===== config.mk =====
export PLATFORM = sky130hd
export DESIGN_NAME = rv32e_core_sequencer
export DESIGN_NICKNAME = d
export VERILOG_FILES = /design/src/rtl/rv32e_core_sequencer_pkg.sv /design/src/rtl/rv32e_fetch_timer.sv /design/src/rtl/rv32e_core_sequencer.sv
export SDC_FILE = /design/constraint.sdc
export NUM_CORES = 1
export LEC_CHECK = 0
export CORE_MARGIN = 5
export CORE_UTILIZATION = 35
export DETAILED_ROUTE_END_ITERATION = 10
export GPL_ROUTABILITY_DRIVEN = 0
export GPL_TIMING_DRIVEN = 1
export PLACE_DENSITY = 0.77
export RECOVER_POWER = 50
export SYNTH_ARGS = -nofsm -noshare
export SYNTH_HDL_FRONTEND = slang
export SYNTH_SLANG_ARGS = --single-unit

===== constraint.sdc =====
create_clock -name clk -period 1.7 [get_ports clk]
set_input_delay 0.255 -clock clk [delete_from_list [all_inputs] [get_ports clk]]
set_output_delay 0.255 -clock clk [all_outputs]
set_load 0.005 [all_outputs]

===== src/rtl/rv32e_core_sequencer_pkg.sv =====
// Shared encodings for the RV32E sequencer: FSM states, legal opcodes, trap causes
// and the decode-time legality check.
package rv32e_core_sequencer_pkg;

  typedef enum logic [2:0] {
    ST_IDLE   = 3'd0,
    ST_FETCH  = 3'd1,
    ST_DECODE = 3'd2,
    ST_EXEC   = 3'd3,
    ST_WB     = 3'd4,
    ST_TRAP   = 3'd5
  } state_t;

  localparam logic [6:0] OP_REG = 7'b0110011;
  localparam logic [6:0] OP_IMM = 7'b0010011;

  typedef enum logic [1:0] {
    CAUSE_NONE    = 2'b00,
    CAUSE_OPCODE  = 2'b01,
    CAUSE_REGIDX  = 2'b10,
    CAUSE_TIMEOUT = 2'b11
  } cause_t;

  // RV32E has only x0..x15, so bit 4 of any used register index is illegal.
  // The opcode check wins over the register-index check.
  function automatic cause_t decode_check(input logic [6:0] opcode,
                                          input logic       rd_hi,
                                          input logic       rs1_hi,
                                          input logic       rs2_hi);
    if (opcode != OP_REG && opcode != OP_IMM)
      return CAUSE_OPCODE;
    if (rd_hi || rs1_hi || (opcode == OP_REG && rs2_hi))
      return CAUSE_REGIDX;
    return CAUSE_NONE;
  endfunction

endpackage


===== src/rtl/rv32e_fetch_timer.sv =====
// Counts fetch cycles without imem_valid; expired flags the last cycle allowed
// before the sequencer must give up on the fetch.
module rv32e_fetch_timer #(
  parameter int unsigned FETCH_TIMEOUT = 16
) (
  input  logic clk,
  input  logic reset_n,
  input  logic clear,
  input  logic enable,
  output logic expired
);

  logic [7:0] count;

  always_ff @(posedge clk or negedge reset_n) begin
    if (!reset_n)
      count <= '0;
    else if (clear)
      count <= '0;
    else if (enable)
      count <= count + 8'd1;
  end

  // Fires in the FETCH_TIMEOUT-th waiting cycle, so a valid in that same cycle still wins.
  assign expired = enable && (count == 8'(FETCH_TIMEOUT - 1));

endmodule


===== src/rtl/rv32e_core_sequencer.sv =====
// Multi-cycle control FSM for the RV32E semi-core: fetch, decode-check, operand latch,
// writeback. Owns pc, instr and instret; parks in a sticky trap state on faults.
module rv32e_core_sequencer
  import rv32e_core_sequencer_pkg::*;
#(
  parameter logic [31:0] RESET_PC      = 32'h0000_0000,
  parameter int unsigned FETCH_TIMEOUT = 16
) (
  input  logic        clk,
  input  logic        reset_n,
  input  logic        halt,
  output logic        imem_req,
  output logic [31:0] imem_addr,
  input  logic        imem_valid,
  input  logic [31:0] imem_rdata,
  output logic [31:0] instr,
  output logic [31:0] pc,
  output logic        opnd_load,
  output logic        res_load,
  output logic        rf_we,
  output logic        retire,
  output logic [31:0] instret,
  output logic        busy,
  output logic        trap,
  output logic [1:0]  trap_cause
);

  state_t      state;
  state_t      state_next;
  logic [31:0] pc_q;
  logic [31:0] instr_q;
  logic [31:0] instret_q;
  cause_t      cause_q;
  cause_t      dec_cause;
  logic        timer_clear;
  logic        timer_enable;
  logic        timer_expired;

  assign dec_cause    = decode_check(instr_q[6:0], instr_q[11], instr_q[19], instr_q[24]);
  assign timer_clear  = (state != ST_FETCH);
  assign timer_enable = (state == ST_FETCH) && !imem_valid;

  rv32e_fetch_timer #(
    .FETCH_TIMEOUT(FETCH_TIMEOUT)
  ) u_fetch_timer (
    .clk    (clk),
    .reset_n(reset_n),
    .clear  (timer_clear),
    .enable (timer_enable),
    .expired(timer_expired)
  );

  always_ff @(posedge clk or negedge reset_n) begin
    if (!reset_n)
      state <= ST_IDLE;
    else
      state <= state_next;
  end

  always_ff @(posedge clk or negedge reset_n) begin
    if (!reset_n) begin
      pc_q      <= RESET_PC;
      instr_q   <= '0;
      instret_q <= '0;
      cause_q   <= CAUSE_NONE;
    end else begin
      if (state == ST_FETCH && imem_valid)
        instr_q <= imem_rdata;
      if (state == ST_FETCH && timer_expired)
        cause_q <= CAUSE_TIMEOUT;
      if (state == ST_DECODE && dec_cause != CAUSE_NONE)
        cause_q <= dec_cause;
      // pc stays at the faulting address on trap: it only advances on retirement.
      if (state == ST_WB) begin
        pc_q      <= pc_q + 32'd4;
        instret_q <= instret_q + 32'd1;
      end
    end
  end

  always_comb begin
    state_next = state;
    case (state)
      ST_IDLE:   if (!halt) state_next = ST_FETCH;
      ST_FETCH: begin
        if (imem_valid)         state_next = ST_DECODE;
        else if (timer_expired) state_next = ST_TRAP;
      end
      ST_DECODE: state_next = (dec_cause == CAUSE_NONE) ? ST_EXEC : ST_TRAP;
      ST_EXEC:   state_next = ST_WB;
      ST_WB:     state_next = halt ? ST_IDLE : ST_FETCH;
      ST_TRAP:   state_next = ST_TRAP;
      default:   state_next = ST_TRAP;
    endcase
  end

  assign imem_req   = (state == ST_FETCH);
  assign imem_addr  = pc_q;
  assign instr      = instr_q;
  assign pc         = pc_q;
  assign opnd_load  = (state == ST_EXEC);
  assign res_load   = (state == ST_WB);
  assign retire     = (state == ST_WB);
  assign rf_we      = (state == ST_WB) && (instr_q[11:7] != 5'd0);
  assign instret    = instret_q;
  assign busy       = (state == ST_FETCH) || (state == ST_DECODE) ||
                      (state == ST_EXEC)  || (state == ST_WB);
  assign trap       = (state == ST_TRAP);
  assign trap_cause = cause_q;

endmodule


Word-level counts from Yosys, hierarchy flattened
Index checks and enable logic that the tools add are counted.
{ "totals": {"regBits": 109, "wordCells": 59} }
{ "op_classes": {"n_eq_ne": 12, "mux": 17, "n_reduce_logical": 21, "add_sub_neg": 3} }
{ "ops": {"columns": ["op", "n"], "rows": [
  ["$add A32 B1 Y32 const B", 1],
  ["$add A32 B3 Y32 const B", 1],
  ["$mux W8", 2],
  ["$pmux W3 S5", 1],
  ["$mux W2", 6],
  ["$mux W3", 4],
  ["$add A8 B1 Y8 const B", 1],
  ["$eq A8 B4 Y1 const B", 1],
  ["$logic_and A1 B1 Y1", 8],
  ["$eq A7 B6 Y1 const B", 1],
  ["$ne A7 B5 Y1 const B", 1],
  ["$ne A7 B6 Y1 const B", 1],
  ["$eq A3 B2 Y1 const B", 2],
  ["$eq A3 B3 Y1 const B", 2],
  ["$ne A3 B1 Y1 const B", 2],
  ["$reduce_bool A2 Y1", 3],
  ["$logic_or A1 B1 Y1", 5],
  ["$reduce_bool A5 Y1", 1],
  ["$mux W1", 4],
  ["$eq A3 B1 Y1 const B", 1],
  ["$logic_not A3 Y1", 1],
  ["$logic_not A2 Y1", 1],
  ["$ne A2 B2 Y1 const B", 1],
  ["$reduce_and A2 Y1", 1],
  ["$logic_not A1 Y1", 1]
]} }

Longest topological paths before layout
{ "depth": {"ltp_word": 10, "depth_mapped": 6, "depth_no_buf": 5} }

By module
From an unflattened synthesis, not the netlist that was laid out.
{ "hier_totals": {"hier_cells": 423, "area_unflattened_um2": 4966.0} }
{ "modules_own_cells": {"columns": ["mod", "cells_each", "n_inst", "seq_area_each_um2", "area_each_um2"], "rows": [
  ["rv32e_core_sequencer", 383, 1, 2477.4, 4551.9],
  ["rv32e_fetch_timer", 40, 1, 200.2, 414.1]
]} }

Least setup slack after synthesis
No wires, ideal clock.
{ "synth_timing": {"path_kind": "flip-flop to flip-flop", "from": "register state[2]", "to": "register instr_q[10], in the netlist instr[10]", "period_less_slack_ns": 1.819, "arrival_ns": 1.691, "path_stages_with_launch": 6, "slack_ns": -0.119, "path_buffers": 2, "setup_ns": 0.128, "cell_sequence": "dfrtp_1 -> clkbuf_1 -> or3b_1 -> nor2_1 -> buf_4 -> mux2_1"} }
{ "synth_between": {"elab_chain_cells": 2} }
{ "synth_lines": {"columns": ["element", "line_no", "source"], "rows": [
  ["from (decl)", "rv32e_core_sequencer.sv:28", "state_t state;"],
  ["from (signal assigned)", "rv32e_core_sequencer.sv:57", "state <= state_next;"],
  ["$eq A3 B1 Y1", "rv32e_core_sequencer.sv:67", "if (state == ST_FETCH && imem_valid)"],
  ["$logic_and A1 B1 Y1", "rv32e_core_sequencer.sv:67", null],
  ["to (signal assigned)", "rv32e_core_sequencer.sv:68", "instr_q <= imem_rdata;"],
  ["to (decl)", "rv32e_core_sequencer.sv:31", "logic [31:0] instr_q;"]
]} }
Every way passes these cells.
A chain may end at the register's enable or synchronous reset.

Final worst setup path
{ "layout_timing": {"from": "register state[1]", "to": "register pc_q[13], in the netlist imem_addr[13]"} }
{ "layout_between": {"elab_chain_cells": 1} }
{ "layout_lines": {"columns": ["element", "line_no", "source"], "rows": [
  ["$eq A3 B3 Y1", "rv32e_core_sequencer.sv:74", "if (state == ST_WB) begin"],
  ["to (signal assigned)", "rv32e_core_sequencer.sv:75", "pc_q <= pc_q + 32'd4;"],
  ["to (decl)", "rv32e_core_sequencer.sv:30", "logic [31:0] pc_q;"]
]} }
Every way passes these cells.

==> metrics.md <==
| Metric | Value |
|---|---|
| IO buf count | `168` |
| Register clock-pin slew on the reported worst setup and hold paths | `0.07 ns` |
| Mean post-synth cell area | `11.6 um2` |
| Crit Reg-Reg Endpoint | `imem_addr[13]` |
| Number of synthesized flops with an enable pin | `0` |
| Overall Power | `9.41 mW` |
| Max Cap Violations | `0` |
| Maximum vdd drop | `0.855 mV` |
| WP data arrival | `2.17 ns` |
| Place WS | `-0.187 ns` |
| CP Max Fanout | `5` |
| Fraction of registers with async set/reset | `1.00` |
| Worst path most repeated cell | `buf_12` |
| R2R setup slack | `-0.20 ns` |
| Total Routing Usage GR | `0.154` |
| Die Span Y | `130 um` |
| Critical Path Max Stage Delay | `0.45 ns` |
| Antenna diodes | `0` |
| Area occupied by multi-input gates | `0.00229 mm2` |
| Setup WS post-layout | `-0.195 ns` |
| CTS Root Cell | `clkbuf_16` |
| Vias | `3,969` |
| Die area | `0.0169 mm2` |
| Cell Area, Synth | `0.00503 mm2` |
| First-pass iteration count of the detailed router | `4` |
| Max clock buf depth | `2` |
| Reg2Reg Depth | `6` |
| Inst Count DP | `777` |
| Slew HR | `0.332` |
| Fill cells | `1,154` |
| PwrDens | `1200 mW/mm2` |
| Layout net count | `669` |
| Slowest CP cell | `or4_4` |
| Critical Path Start Type | `register` |
| Sequential area share after synthesis | `0.532` |
| Post-DP HPWL | `9.33 mm` |
| Crit end category | `register` |
| CP top delay family | `simple AND/OR/NAND/NOR gates` |
| Final setup vio count | `77` |
| Fin cells | `814` |
| Worst EP required | `1.97 ns` |
| Number of global-route vias before repair | `4,070` |
| Global-route wire length before repair | `20.6 mm` |
| Initial antenna violation count | `0` |
| TritonCTS clock tree | `built` |
| Ys flop type | `dfrtp_1` |
| FP Rows | `43` |
| Crit path kind | `reg2reg` |
| Iteration-0 DRC Markers | `126` |
| Hold wc startpoint | `instr[30]` |
| Share of layout cells above drive strength 1 | `0.227` |
| I/O pin count | `173` |
| Tcrit/Tclk final | `1.11` |
| Final Slew Violations | `0` |
| Area of the core | `0.0140 mm2` |
| CTS sink count | `107` |
| Num CTS Buffers | `9` |
| Post-route DRC | `0` |
| Worst Hold Endpoint | `instr[30]` |
| Antenna viol nets, final | `0` |
| Slew @ Worst Pin | `1.00 ns` |
| Worst Skew | `0.00844 ns` |
| H-tree depth | `3` |
| Initial core utilization | `0.360` |
| Final wirelength | `13.3 mm` |
| Fin crit period | `1.90 ns` |
| Worst hold-check path type | `reg2reg` |
| Wire per inst | `16.4 um` |
| Synth unique cells | `43` |
| Violations in the final reports | `negative setup slack` |
| Clk_lat worst skew | `0.35 ns` |
| Reg area | `0.00268 mm2` |
| Largest net degree at the start of global routing | `39` |
| Syn Inst Count | `432` |
| Util after Layout | `0.560` |
| Vias per cell | `4.88` |
| Syn. warnings | `0` |
| Die width | `130 um` |
| Worst hold stages | `1` |
| Number of buffers and inverters on the critical path | `2` |
| Fin. Hold Viols | `0` |
| Outcome | `finished, violations left` |
| Max Clock Freq | `528 MHz` |
| Leak pwr | `3.31 nW` |
| Grt ovf | `0` |
| Hold Slack | `0.483 ns` |
| FF+latch count, synth | `107` |
| RSZ-0062 raised after global routing | `yes` |
| CP cell instances | `or3b_4 > buf_12 > buf_12 > or4_4 > nor2_4 > xor2_1` |
| P&R area growth vs syn | `55.6%` |
| Critical R2R Launch | `state[1]` |
## cells in the final DEF (no fill, tap or decap), types with 4 or more instances in the layout
| cell | instances |
|---|---|
| inv_1 | 4 |
| nand2_2 | 5 |
| buf_4 | 35 |
| nand3_2 | 7 |
| nand4_1 | 24 |
| mux2_1 | 30 |
| nor3_2 | 4 |
| conb_1 | 4 |
| dfrtp_2 | 5 |
| xnor2_1 | 48 |
| nand3_1 | 20 |
| and3_1 | 10 |
| clkdlybuf4s50_1 | 160 |
| buf_6 | 23 |
| buf_12 | 5 |
| a21oi_1 | 4 |
| dfrtp_1 | 102 |
| nor4_4 | 5 |
| xor2_1 | 15 |
| nor2_4 | 6 |
| clkbuf_16 | 10 |
| xnor2_2 | 5 |
| nand2_1 | 18 |
| nand3_4 | 4 |
| nor2_1 | 20 |
## power breakdown
group	internal (mW)	switching, mW
Combinational	2.29	1.40
Clock	1.33	0.901
Sequential	3.10	0.393
## cells in the mapped netlist (5+ instances only)
master / instances / area, um2
dfrtp_1: 107 / 2680
xnor2_1: 53 / 464
buf_4: 38 / 285
mux2_1: 32 / 360
nand3_1: 31 / 155
nor2_1: 28 / 105
nand2_1: 24 / 90.1
nand4_1: 24 / 150
xor2_1: 15 / 131
and3_1: 11 / 68.8
inv_1: 6 / 22.5
a21oi_1: 5 / 25.0
nor3_1: 5 / 25.0
## metal layers
| metal | part of all wire | global-route usage | vias to the layer above |
|---|---|---|---|
| met5 | 0 | 0 | - |
| li1 | - | - | 1858 |
| met2 | 0.50 | 0.259 | 126 |
| met4 | 0.017 | 0.0489 | 0 |
| met3 | 0.075 | 0.0446 | 16 |
| met1 | 0.40 | 0.190 | 1969 |
## layout make-up
class | instances | area share
flip-flops and latches | 107 | 0.343
inverters | 7 | 0.00431
well taps | 180 | 0.0288
clock buffers | 11 | 0.0310
repair buffers | 229 | 0.291
multi-input cells | 276 | 0.293
clock inverters | 4 | 0.00943
## sequential cells by signal, indices dropped and copies added, names as in the netlist
| signal | cells |
|---|---|
| imem_addr | 30 |
| instr | 32 |
| instret | 32 |
| state | 3 |
| trap_cause | 2 |
| u_fetch_timer.count | 8 |
## through the flow
step	cell area [um2]	TNS [ns]
after floorplan	5060	-0.701
after global placement	6960	-2.18
after detailed placement	6960	-4.60
after CTS	7540	-7.55
after global routing	7830	-14.90
final	7830	-9.34
## logic make-up after synthesis
logic type / share of synthesized area
multiplexers: 0.0776
XOR/XNOR: 0.118
flip-flops: 0.532
adder cells (fa/ha/maj): 0.00746
AND/OR/NAND/NOR: 0.183
AO/OA/AOI/OAI: 0.0107
other: 0.000745
buffers and inverters: 0.0704
## how the worst max path moves through the flow
stage,startpoint,end,depth (start not counted)
detailed placement,state[1],imem_addr[13],5
CTS,state[1],imem_addr[13],6
floorplan,state[1],imem_addr[28],5
global placement,state[1],imem_addr[13],5
finish,state[1],imem_addr[13],6
global route,state[1],imem_addr[22],7
## repair_timing
action | 4_1_cts | 5_1_grt
hold endpoints to repair | 34 | 0
hold buffers | 1 | 0
gates cloned | 1 | 2
gates resized for setup | 65 | 59
pin swaps | 22 | 37
setup buffers | 13 | 7
setup endpoints to repair | 80 | 101
Power figures use the tool's default switching activity.
